[config.mk]
export PLATFORM = sky130hd
export DESIGN_NAME = magnitude_comparator_flat
export DESIGN_NICKNAME = d
export VERILOG_FILES = /design/src/rtl/magnitude_comparator_pkg.sv /design/src/rtl/magnitude_comparator_if.sv /design/src/rtl/magnitude_comparator_cmp_core.sv /design/src/rtl/magnitude_comparator.sv /design/src/flat_wrapper.sv
export SDC_FILE = /design/constraint.sdc
export NUM_CORES = 1
export LEC_CHECK = 0
export CORE_AREA = 3 3 40 42
export CTS_CLUSTER_DIAMETER = 120
export CTS_CLUSTER_SIZE = 14
export DETAILED_ROUTE_END_ITERATION = 12
export DIE_AREA = 0 0 43 45
export SLEW_MARGIN = 20
export SYNTH_ARGS = -nofsm -noshare
export SYNTH_HDL_FRONTEND = slang
export SYNTH_SLANG_ARGS = --single-unit
[constraint.sdc]
create_clock -name clk -period 0.9 [get_ports clk]
set_clock_uncertainty 0.05 [all_clocks]
set_input_delay 0.18 -clock clk [delete_from_list [all_inputs] [get_ports clk]]
set_output_delay 0.18 -clock clk [all_outputs]
set_load 0.01 [all_outputs]
[src/rtl/magnitude_comparator_pkg.sv]
// Shared types for the registered magnitude comparator: result encoding and flag decode.
// The signed/unsigned choice is made in cmp_core via the CMP_SIGNED_EN macro.
package cmp_pkg;

    localparam int CMP_WIDTH_DEF = 4;

    typedef enum logic [1:0] {
        CMP_NONE,
        CMP_EQ,
        CMP_LT,
        CMP_GT
    } cmp_res_t;

    // Returns {ceq, clt, cgt}; CMP_NONE maps to all-zero so the post-reset state has no flag set.
    function automatic logic [2:0] to_flags(input cmp_res_t res);
        logic [2:0] flags;
        flags = 3'b000;
        case (res)
            CMP_EQ:  flags = 3'b100;
            CMP_LT:  flags = 3'b010;
            CMP_GT:  flags = 3'b001;
            default: flags = 3'b000;
        endcase
        return flags;
    endfunction

endpackage

[src/rtl/magnitude_comparator_if.sv]
// Operand/result bundle for magnitude_comparator.
// in_valid qualifies a/b for one cycle; there is no ready, the comparator accepts every valid
// pair, and out_valid marks the cycle after each accepted pair (flags hold otherwise).
interface magnitude_comparator_if #(
    parameter int WIDTH = 4
);

    logic             in_valid;
    logic [WIDTH-1:0] a;
    logic [WIDTH-1:0] b;
    logic             out_valid;
    logic             ceq;
    logic             clt;
    logic             cgt;

    modport master (
        output in_valid,
        output a,
        output b,
        input  out_valid,
        input  ceq,
        input  clt,
        input  cgt
    );

    modport slave (
        input  in_valid,
        input  a,
        input  b,
        output out_valid,
        output ceq,
        output clt,
        output cgt
    );

endinterface

[src/rtl/magnitude_comparator_cmp_core.sv]
// Combinational a-vs-b compare over the full operand width.
// Build with CMP_SIGNED_EN defined for a two's-complement compare; unsigned otherwise.
module cmp_core
    import cmp_pkg::*;
#(
    parameter int WIDTH = CMP_WIDTH_DEF
) (
    input  logic [WIDTH-1:0] a,
    input  logic [WIDTH-1:0] b,
    output cmp_res_t         res
);

    logic is_lt;

`ifdef CMP_SIGNED_EN
    assign is_lt = $signed(a) < $signed(b);
`else
    assign is_lt = a < b;
`endif

    always_comb begin
        res = CMP_NONE;
        if (a == b) begin
            res = CMP_EQ;
        end else if (is_lt) begin
            res = CMP_LT;
        end else begin
            res = CMP_GT;
        end
    end

endmodule

[src/rtl/magnitude_comparator.sv]
// Registered magnitude comparator: one-hot ceq/clt/cgt one cycle after each valid a/b pair.
// Signed compare when CMP_SIGNED_EN is defined, unsigned otherwise; ports and timing are identical.
module magnitude_comparator
    import cmp_pkg::*;
#(
    parameter int WIDTH = CMP_WIDTH_DEF
) (
    input  logic                   clk,
    input  logic                   rst,
    magnitude_comparator_if.slave  bus
);

    logic [WIDTH-1:0] a_qual;
    logic [WIDTH-1:0] b_qual;
    cmp_res_t         core_res;
    cmp_res_t         res_q;
    logic             out_valid_q;

    // Operands are forced to zero when not valid so X on idle inputs never reaches the core.
    assign a_qual = bus.in_valid ? bus.a : '0;
    assign b_qual = bus.in_valid ? bus.b : '0;

    cmp_core #(
        .WIDTH (WIDTH)
    ) u_core (
        .a   (a_qual),
        .b   (b_qual),
        .res (core_res)
    );

    always_ff @(posedge clk or posedge rst) begin
        if (rst) begin
            res_q       <= CMP_NONE;
            out_valid_q <= 1'b0;
        end else begin
            out_valid_q <= bus.in_valid;
            if (bus.in_valid) begin
                res_q <= core_res;
            end
        end
    end

    assign bus.out_valid = out_valid_q;
    assign {bus.ceq, bus.clt, bus.cgt} = to_flags(res_q);

endmodule

[src/flat_wrapper.sv]
// flat-port wrapper written by rule: the top's interface ports become plain ports
module magnitude_comparator_flat import cmp_pkg::*;
#(
    parameter int WIDTH = CMP_WIDTH_DEF
)
  (clk, rst, bus_in_valid, bus_a, bus_b, bus_out_valid, bus_ceq, bus_clt, bus_cgt);
  magnitude_comparator_if #(.WIDTH(WIDTH)) bus_i ();
  input  logic clk;
  input  logic rst;
  input wire logic [$bits(bus_i.in_valid)-1:0] bus_in_valid;
  input wire logic [$bits(bus_i.a)-1:0] bus_a;
  input wire logic [$bits(bus_i.b)-1:0] bus_b;
  output wire logic [$bits(bus_i.out_valid)-1:0] bus_out_valid;
  output wire logic [$bits(bus_i.ceq)-1:0] bus_ceq;
  output wire logic [$bits(bus_i.clt)-1:0] bus_clt;
  output wire logic [$bits(bus_i.cgt)-1:0] bus_cgt;
  assign bus_i.in_valid = bus_in_valid;
  assign bus_i.a = bus_a;
  assign bus_i.b = bus_b;
  assign bus_out_valid = bus_i.out_valid;
  assign bus_ceq = bus_i.ceq;
  assign bus_clt = bus_i.clt;
  assign bus_cgt = bus_i.cgt;
  magnitude_comparator #(.WIDTH(WIDTH)) u_core (.clk(clk), .rst(rst), .bus(bus_i));
endmodule
==> impl_metrics.json, run 1 <==
{
  "outcome": "finished, violations left",
  "violations": "setup timing",
  "final.setup.worst_slack_ns": -0.2369,
  "worstSkewPairLatency_ns": 0.23,
  "yosysWarnings": 0,
  "cp.required_ns": 0.67,
  "worst_pin_slew_ns": 0.1498,
  "cts_tree": "yes",
  "start_util": 0.1947,
  "drtIter0Drc": 5,
  "powerDensity_nw_per_um2": 1240,
  "max_stage_delay_ns": 0.39,
  "dieArea_um2": 1935,
  "p_leak_uw": 0.0002333,
  "post_cts_buffers": 0,
  "clockBufferDepth": 2,
  "p_int_uw": 466.0,
  "clockRootBuffer": "clkbuf_4",
  "ant_nets": 0,
  "cp-end-kind": "primary output",
  "die_x_um": 43,
  "synth_cell_type_count": 13,
  "syn-cell-area_um2": 250.2,
  "cts.sinks": 3,
  "nets": 65,
  "vias": 265,
  "hold_viol": 0,
  "crit_path_start_kind": "register",
  "cp_slowest_cell": "dfrtp_1",
  "crit_buf_inv": 1,
  "p_clk_frac": 0.368,
  "path_clk_slew_ns": 0.04,
  "p_switching_uw": 171.5,
  "drive_gt1_frac": 0.7347,
  "r2r_start": "u_core.res_q[0]",
  "postRouteWirelength_um": 610,
  "holdCritPathClass": "in2async",
  "diodes": 0,
  "syn2layout_area_growth_pct": 105.5,
  "io_buffers": 14,
  "max_freq_ghz": 0.8796,
  "rows": 13,
  "grt_max_degree": 10,
  "boundaryPins": 15,
  "slew_headroom": 0.8997,
  "htree_levels": 1,
  "synth_nets": 43,
  "vias_per_cell": 4.141,
  "grt_pass1_vias": 262,
  "grtUsageTotal": 0.07083,
  "swShare": 0.2690,
  "peakVddDrop_v": 0.0003422,
  "crit_chain": "and2_1, buf_2",
  "synth-seq-cells": 3,
  "crit_type": "reg2out",
  "post-route-drc-count": 0,
  "cp_top_family": "flip-flops",
  "dr.pass1.iters": 2,
  "overflow": 0,
  "setup_viol_count_final": 5,
  "reg2reg_slack_ns": 0.05,
  "wire_per_inst_um": 9.531,
  "synth_cells": 28,
  "r2r-end": "u_core.res_q[0]",
  "finalCritPeriodShare": 1.263,
  "coreArea_um2": 1285,
  "rsz0062_at_grt": "true",
  "antenna_found_initial": 0,
  "gp_congestion": 0.6391,
  "cap_violations": 0,
  "slew_violations": 0,
  "numCtsBuffers": 3,
  "period_needed_ns": 1.137,
  "final_common_cell": "buf_2",
  "dp_hpwl_um": 464.2,
  "tns_ns": -0.7825,
  "die_h_um": 45,
  "layout_common_cells": "buf_2 (7), nand2_2 (4), and2_4 (4), ha_4 (4), clkbuf_2 (4)",
  "ys_seq_area_frac": 0.3000,
  "syn_area_per_cell_um2": 8.937,
  "pwr-share-comb": 0.378,
  "dp_slack_ns": -0.9707,
  "critPathArrivalTime_ns": 0.91,
  "reg2reg_depth": 3,
  "power.share.sequential": 0.254,
  "worstPathMaxFanout": 4,
  "grt_pass1_wl_um": 979
}
## power by group through the flow
stage	combinational [µW]	sequential [µW]	clock, µW
finish	241	162	234
global route	270	165	264
CTS	220	162	242
detailed placement	250	164	0
global placement	251	164	0
floorplan	126	163	0
## Yosys cell counts
master,count,share of area
a21oi_1,1,0.020
a211oi_1,1,0.030
a31oi_1,1,0.025
and2_1,5,0.13
nand2_1,4,0.060
dfrtp_1,3,0.30
nor2_1,2,0.030
o211ai_1,1,0.030
nor2b_1,3,0.075
buf_6,1,0.045
and4_4,1,0.045
ha_1,4,0.20
inv_1,1,0.015
## flip-flops by register name, indices dropped and copies added (netlist names)
name                  cells
u_core.res_q              2
u_core.bus.out_valid      1
## worst max path at each step
stage / to / from / slack (ns) / depth (start not counted)
after floorplan: u_core.res_q[0] / bus_in_valid / -0.30 / 6
after global placement: u_core.res_q[0] / bus_in_valid / -0.96 / 6
after detailed placement: u_core.res_q[0] / bus_in_valid / -0.97 / 6
after CTS: bus_cgt / u_core.res_q[0] / -0.24 / 2
after global routing: bus_clt / u_core.res_q[0] / -0.28 / 2
final: bus_cgt / u_core.res_q[1] / -0.24 / 2
## worst reg2reg max path, stage by stage, from the launching register on
cell and delay, ns:
dfrtp_1 0.39, buf_4 0.14, nor2_1 0.10, a31oi_1 0.05
## metal layers
layer,wire [µm],vias to the layer above,track usage
li1,-,136,-
met1,242,115,0.07488
met2,287,12,0.1168
met3,64,2,0
met4,16,0,0.09036
met5,0,-,0
## cell type report
type	instances	area [µm²]
repair buffers	18	143.9
inverters	1	3.754
well taps	15	18.77
fillers	131	770.7
flip-flops and latches	3	75.07
multi-input cells	23	246.5
clock buffers	4	26.28
## stage by stage
stage | cells | util | power, µW | hold slack (ns) | cell area, µm²
finish | 64 | 0.4002 | 637.5 | 0.07666 | 514.2
global route | 64 | 0.4002 | 697.8 | 0.08953 | 514.2
CTS | 63 | 0.3729 | 623.9 | 0.07731 | 479.2
detailed placement | 59 | 0.3778 | 414.6 | 0.3175 | 485.5
global placement | 59 | 0.3778 | 415.1 | 0.3136 | 485.5
floorplan | 28 | - | 289.0 | -0.1164 | 315.3
## kinds of logic after synthesis
group,synth area share
DFF,0.3000
and+or+nand+nor,0.3350
AOI/OAI and AO/OA,0.1050
buffers and inverters,0.05998
adders and majority gates,0.2000
## repair_timing
| item | in CTS | in global routing |
|---|---|---|
| gates resized for setup | 44 | 12 |
| hold buffers | 0 | 0 |
| gates cloned | 0 | 1 |
| pin swaps | 7 | 14 |
| endpoints found under the setup margin | 7 | 6 |
| endpoints found under the hold margin | 0 | 0 |
(Power assumes the default switching activity.)
==> inputs of run 2 (changes only) <==
Settings changed: CORE_AREA 3 3 40 42 to 2 2 39 41, DIE_AREA 0 0 43 45 to 0 0 41 43.
==> run 2 against run 1 <==
  * The run still ends with setup timing left
  * Sequential share of layout area decreased by 1.5 points
  * Register-to-register slack worse by 0.11 ns
  * Clock-buffer cell count did not move
  * Worst setup slack got worse by 0.0074 ns
  * Global-route usage is 1.6 points higher
  * Largest power group unchanged
  * Sequential power is essentially flat
  * Die area fell by 8.9%
  * Utilization rose by 1.5 points
  * Critical path depth unchanged
  * Cell area is 12% higher
  * Cell count grew 9.4%
==> impl_metrics.json, run 2 (synthesized netlist as in run 1, its figures left out) <==
{
  "top_register": "u_core.res_q",
  "max_freq_ghz": 0.8739,
  "clockRootBuffer": "clkbuf_4",
  "reg2reg_depth": 4,
  "hold_viol": 0,
  "vias": 290,
  "dr.pass1.iters": 1,
  "overflow": 0,
  "grt_pass1_vias": 275,
  "finalCritPeriodShare": 1.271,
  "dieArea_um2": 1763,
  "slew_violations": 0,
  "dp_hpwl_um": 470.3,
  "final.setup.worst_slack_ns": -0.2443,
  "drtIter0Drc": 0,
  "worstSkewPairLatency_ns": 0.24,
  "design_area_um2": 574.3,
  "violations": "setup timing",
  "clockBufferDepth": 2,
  "post-route-drc-count": 0,
  "slew_headroom": 0.9024,
  "dp_slack_ns": -0.8517,
  "cts_tree": "yes",
  "register_area_um2": 75.07,
  "crit_type": "reg2out",
  "p_leak_uw": 0.0002566,
  "layout_common_cells": "dlygate4sd2_1 (5), buf_4 (5), and2_4 (4), ha_4 (4), buf_2 (4)",
  "final_util": 0.4150,
  "worstPathMaxFanout": 4,
  "gp_congestion": 0.6302,
  "grt_max_degree": 7,
  "antenna_found_initial": 0,
  "powerDensity_nw_per_um2": 1174,
  "tns_ns": -1.135,
  "multi_input_area_um2": 244.0,
  "r2r_start": "u_core.res_q[1]",
  "rows": 14,
  "cp-end-kind": "primary output",
  "nets": 70,
  "reg2reg_slack_ns": -0.06,
  "io_buffers": 14,
  "cap_violations": 0,
  "grt_pass1_wl_mm": 1.028,
  "drive_gt1_frac": 0.5926,
  "fillers": 147,
  "crit_path_start_kind": "register",
  "postRouteWirelength_um": 630,
  "holdCritPathClass": "in2async",
  "htree_levels": 1,
  "setup_viol_count_final": 6,
  "boundaryPins": 15,
  "cp.required_ns": 0.67,
  "worst_pin_slew_ns": 0.1457,
  "vias_per_cell": 4.143,
  "period_needed_ns": 1.144,
  "critPathArrivalTime_ns": 0.91,
  "outcome": "finished, violations left",
  "diodes": 0,
  "largest_reg_flops": 2,
  "ant_nets": 0,
  "grtUsageTotal": 0.08726,
  "numCtsBuffers": 3,
  "rsz0062_at_grt": "true",
  "syn2layout_area_growth_pct": 129.5,
  "path_clk_slew_ns": 0.04,
  "coreArea_um2": 1384,
  "die_h_um": 43,
  "die_x_um": 41,
  "dpl_cell_area_um2": 501.7,
  "r2r-end": "u_core.res_q[1]",
  "start_util": 0.1808,
  "wire_per_inst_um": 9.000,
  "peakVddDrop_v": 0.0004152,
  "cts.sinks": 3
}
## run 2: changes by cell type in the layout (fill, tap and decap cells not counted), moves of 2 or more
cell             before  now
buf_4                 3    5
buf_8                 0    2
clkdlybuf4s15_1       0    3
clkbuf_2              4    0
buf_6                 1    3
dlygate4sd2_1         0    5
buf_2                 7    4
## run 2: area by class of cell
cell class	instances	area share
clock buffer	4	0.04575
inverter	1	0.006536
multi-input combinational	23	0.4248
sequential	3	0.1307
tap	16	0.03486
timing repair buffer	23	0.3573
## run 2: worst max path at each step
stage                    startpoint              end  slack (ns)  cells after the start
finish              u_core.res_q[1]          bus_cgt       -0.24                      2
global route        u_core.res_q[1]          bus_cgt       -0.28                      2
CTS                    bus_in_valid  u_core.res_q[0]       -0.27                      7
detailed placement     bus_in_valid  u_core.res_q[0]       -0.85                      7
global placement       bus_in_valid  u_core.res_q[0]       -0.85                      7
floorplan              bus_in_valid  u_core.res_q[0]       -0.30                      6
## run 2: timing repair
item	CTS	global route
pin swaps	11	11
gates resized for setup	36	9
gates cloned	1	0
hold buffers	0	0
endpoints found under the setup margin	6	6
buffers inserted	2	1
## run 2: where the power goes
part           total [µW]  switching (µW)  internal (µW)  leakage, µW
Combinational         268            99.7            168     0.000209
Clock                 244            77.5            167    0.0000150
Sequential            162            11.0            151    0.0000324
## run 2: layer usage
layer / wire (µm) / share of wire / track usage
met3: 35 / 0.056 / 0
met4: 27 / 0.043 / 0.08000
met1: 215 / 0.34 / 0.09615
met5: 0 / 0 / 0
met2: 352 / 0.56 / 0.1406
## run 2: worst max-delay path, cell delays in order, from the launching register on
cell and delay (ns):
dfrtp_1 0.39, and2_1 0.16, buf_2 0.13
## run 2: through the flow
stage / power, µW / std cells / hold slack [ns]
2_1_floorplan: 289.0 / 28 / -0.1164
3_3_place_gp: 423.3 / 62 / 0.3080
3_5_place_dp: 426.8 / 62 / 0.3120
4_1_cts: 667.9 / 69 / 0.06162
5_1_grt: 726.2 / 70 / 0.08191
6_report: 674.3 / 70 / 0.06180
==> inputs of run 3 (changes only) <==
--- a/constraint.sdc
+++ b/constraint.sdc
@@ -4,2 +4,2 @@
 set_output_delay 0.18 -clock clk [all_outputs]
-set_load 0.01 [all_outputs]
+set_load 0.02 [all_outputs]
==> run 3 against run 2 <==
  * The run still ends with setup timing left
  * First-iteration DRC count rose by 1
  * Cell area rose by 4.8%
  * Highest routed layer is now met3
  * Power rose by 9.2%
==> impl_metrics.json, run 3 (synthesized netlist as in run 1, its figures left out) <==
{
  "p_int_uw": 527.4,
  "period_needed_ns": 1.152,
  "overflow": 0,
  "dp_hpwl_um": 430.6,
  "pwr-share-comb": 0.453,
  "grtUsageTotal": 0.07932,
  "final.setup.worst_slack_ns": -0.2520,
  "met2RoutedLength_um": 354,
  "max_stage_delay_ns": 0.40,
  "numCtsBuffers": 3,
  "placed_cells": 61,
  "grt_pass1_wl_um": 972,
  "peakVddDrop_v": 0.0003209,
  "register_area_um2": 75.07,
  "holdCritPathClass": "in2async",
  "htree_levels": 1,
  "path_clk_slew_ns": 0.04,
  "final_cells": 71,
  "clockBufferDepth": 2,
  "max_freq_ghz": 0.8680,
  "worst_pin_slew_ns": 0.1482,
  "dp_slack_ns": -0.8512,
  "nets": 71,
  "die_x_um": 41,
  "dr.pass1.iters": 2,
  "wire_per_inst_um": 8.141,
  "violations": "setup timing",
  "dieArea_um2": 1763,
  "met1_length_um": 207,
  "swShare": 0.2837,
  "post-route-drc-count": 0,
  "gp_congestion": 0.6795,
  "grt_max_degree": 6,
  "slew_headroom": 0.9010,
  "wl_met3_um": 17,
  "cp_top_family": "flip-flops",
  "top_register": "u_core.res_q",
  "syn2layout_area_growth_pct": 140.5,
  "coreArea_um2": 1384,
  "setup_viol_count_final": 6,
  "tns_ns": -1.133,
  "crit_type": "reg2out",
  "clockRootBuffer": "clkbuf_4",
  "final_common_cell": "buf_4",
  "critPathArrivalTime_ns": 0.92,
  "ctsHoldBuffers": 0,
  "vias": 290,
  "vias_per_cell": 4.085,
  "fillers": 130,
  "p_leak_uw": 0.0002705,
  "finalCritPeriodShare": 1.280,
  "rsz0062_at_grt": "true",
  "layout_common_cells": "buf_4 (8), buf_6 (6), dlygate4sd2_1 (6)",
  "crit_path_start_kind": "register",
  "io_buffers": 14,
  "diodes": 0,
  "worstPathMaxFanout": 4,
  "grt_pass1_vias": 270,
  "drtIter0Drc": 1,
  "cp.required_ns": 0.67,
  "crit_buf_inv": 1,
  "slew_violations": 0,
  "antenna_found_initial": 0,
  "outcome": "finished, violations left",
  "p_switching_uw": 208.8,
  "largest_reg_flops": 2,
  "maxUsedRoutingLayer": "met3",
  "powerDensity_nw_per_um2": 1223,
  "worstSkewPairLatency_ns": 0.23,
  "drive_gt1_frac": 0.6545,
  "power.share.sequential": 0.225,
  "ant_nets": 0,
  "cts.sinks": 3,
  "rows": 14,
  "final_util": 0.4349,
  "cts_tree": "yes",
  "cp_slowest_cell": "dfrtp_1",
  "start_util": 0.1808,
  "crit_chain": "nor2b_2, buf_6",
  "multi_input_area_um2": 251.5,
  "die_h_um": 43,
  "boundaryPins": 15,
  "p_clk_frac": 0.323,
  "hold_viol": 0,
  "cap_violations": 0,
  "cp-end-kind": "primary output",
  "postRouteWirelength_um": 578
}
-- run 3: area by class of cell --
cell class / count / area share
tap: 16 / 0.03326
inverter: 1 / 0.006237
multi-input combinational: 23 / 0.4179
timing repair buffer: 24 / 0.3742
clock buffer: 4 / 0.04366
sequential: 3 / 0.1247
-- run 3: worst paths after layout --
| path | startpoint | endpoint | slack (ns) | cells past startpoint |
|---|---|---|---|---|
| setup / recovery | u_core.res_q[1] | bus_clt | -0.25 | 2 |
| hold / removal | rst | u_core.res_q[1] | 0.06 | 2 |
| setup reg to reg | u_core.res_q[0] | u_core.res_q[0] | -0.05 | 4 |
| hold reg to reg | u_core.res_q[1] | u_core.res_q[1] | 0.63 | 3 |
| max in group asynchronous | rst | u_core.res_q[0] | 0.61 | 2 |
| min in group clk | bus_in_valid | u_core.bus.out_valid | 0.21 | 3 |
-- run 3: worst register-to-register path: cells and delay by family, from the launching register on --
kind                   cells  cell delay (ns)
buffers and inverters      2             0.26
and+or+nand+nor            1             0.07
DFF                        1             0.40
AOI/OAI and AO/OA          1             0.04
-- run 3: power groups by stage --
stage | clock, µW | sequential [µW] | combinational (µW)
5_1_grt | 253 | 167 | 365
3_3_place_gp | 0 | 166 | 276
2_1_floorplan | 0 | 167 | 148
6_report | 238 | 165 | 333
4_1_cts | 250 | 165 | 284
3_5_place_dp | 0 | 166 | 278
-- run 3: routing by layer --
metal | up-vias | track usage
li1 | 148 | -
met1 | 136 | 0.08360
met2 | 6 | 0.1375
met3 | 0 | 0
met4 | 0 | 0.06000
met5 | - | 0
-- run 3: timing repair --
action                                  4_1_cts  5_1_grt
endpoints found under the hold margin         0        0
pin swaps                                    11        9
resized for setup                            41        8
endpoints found under the setup margin        6        6
gates cloned                                  1        0
buffers inserted                              2        3
-- run 3: per-stage QoR --
| step | instance area (µm²) | total power (µW) | hold slack, ns |
|---|---|---|---|
| floorplan | 320.3 | 314.9 | -0.1164 |
| finish | 601.8 | 736.2 | 0.06204 |
| global route | 601.8 | 785.6 | 0.08653 |
| detailed placement | 499.2 | 444.0 | 0.3061 |
| global placement | 499.2 | 442.3 | 0.3043 |
| CTS | 555.5 | 699.4 | 0.05363 |
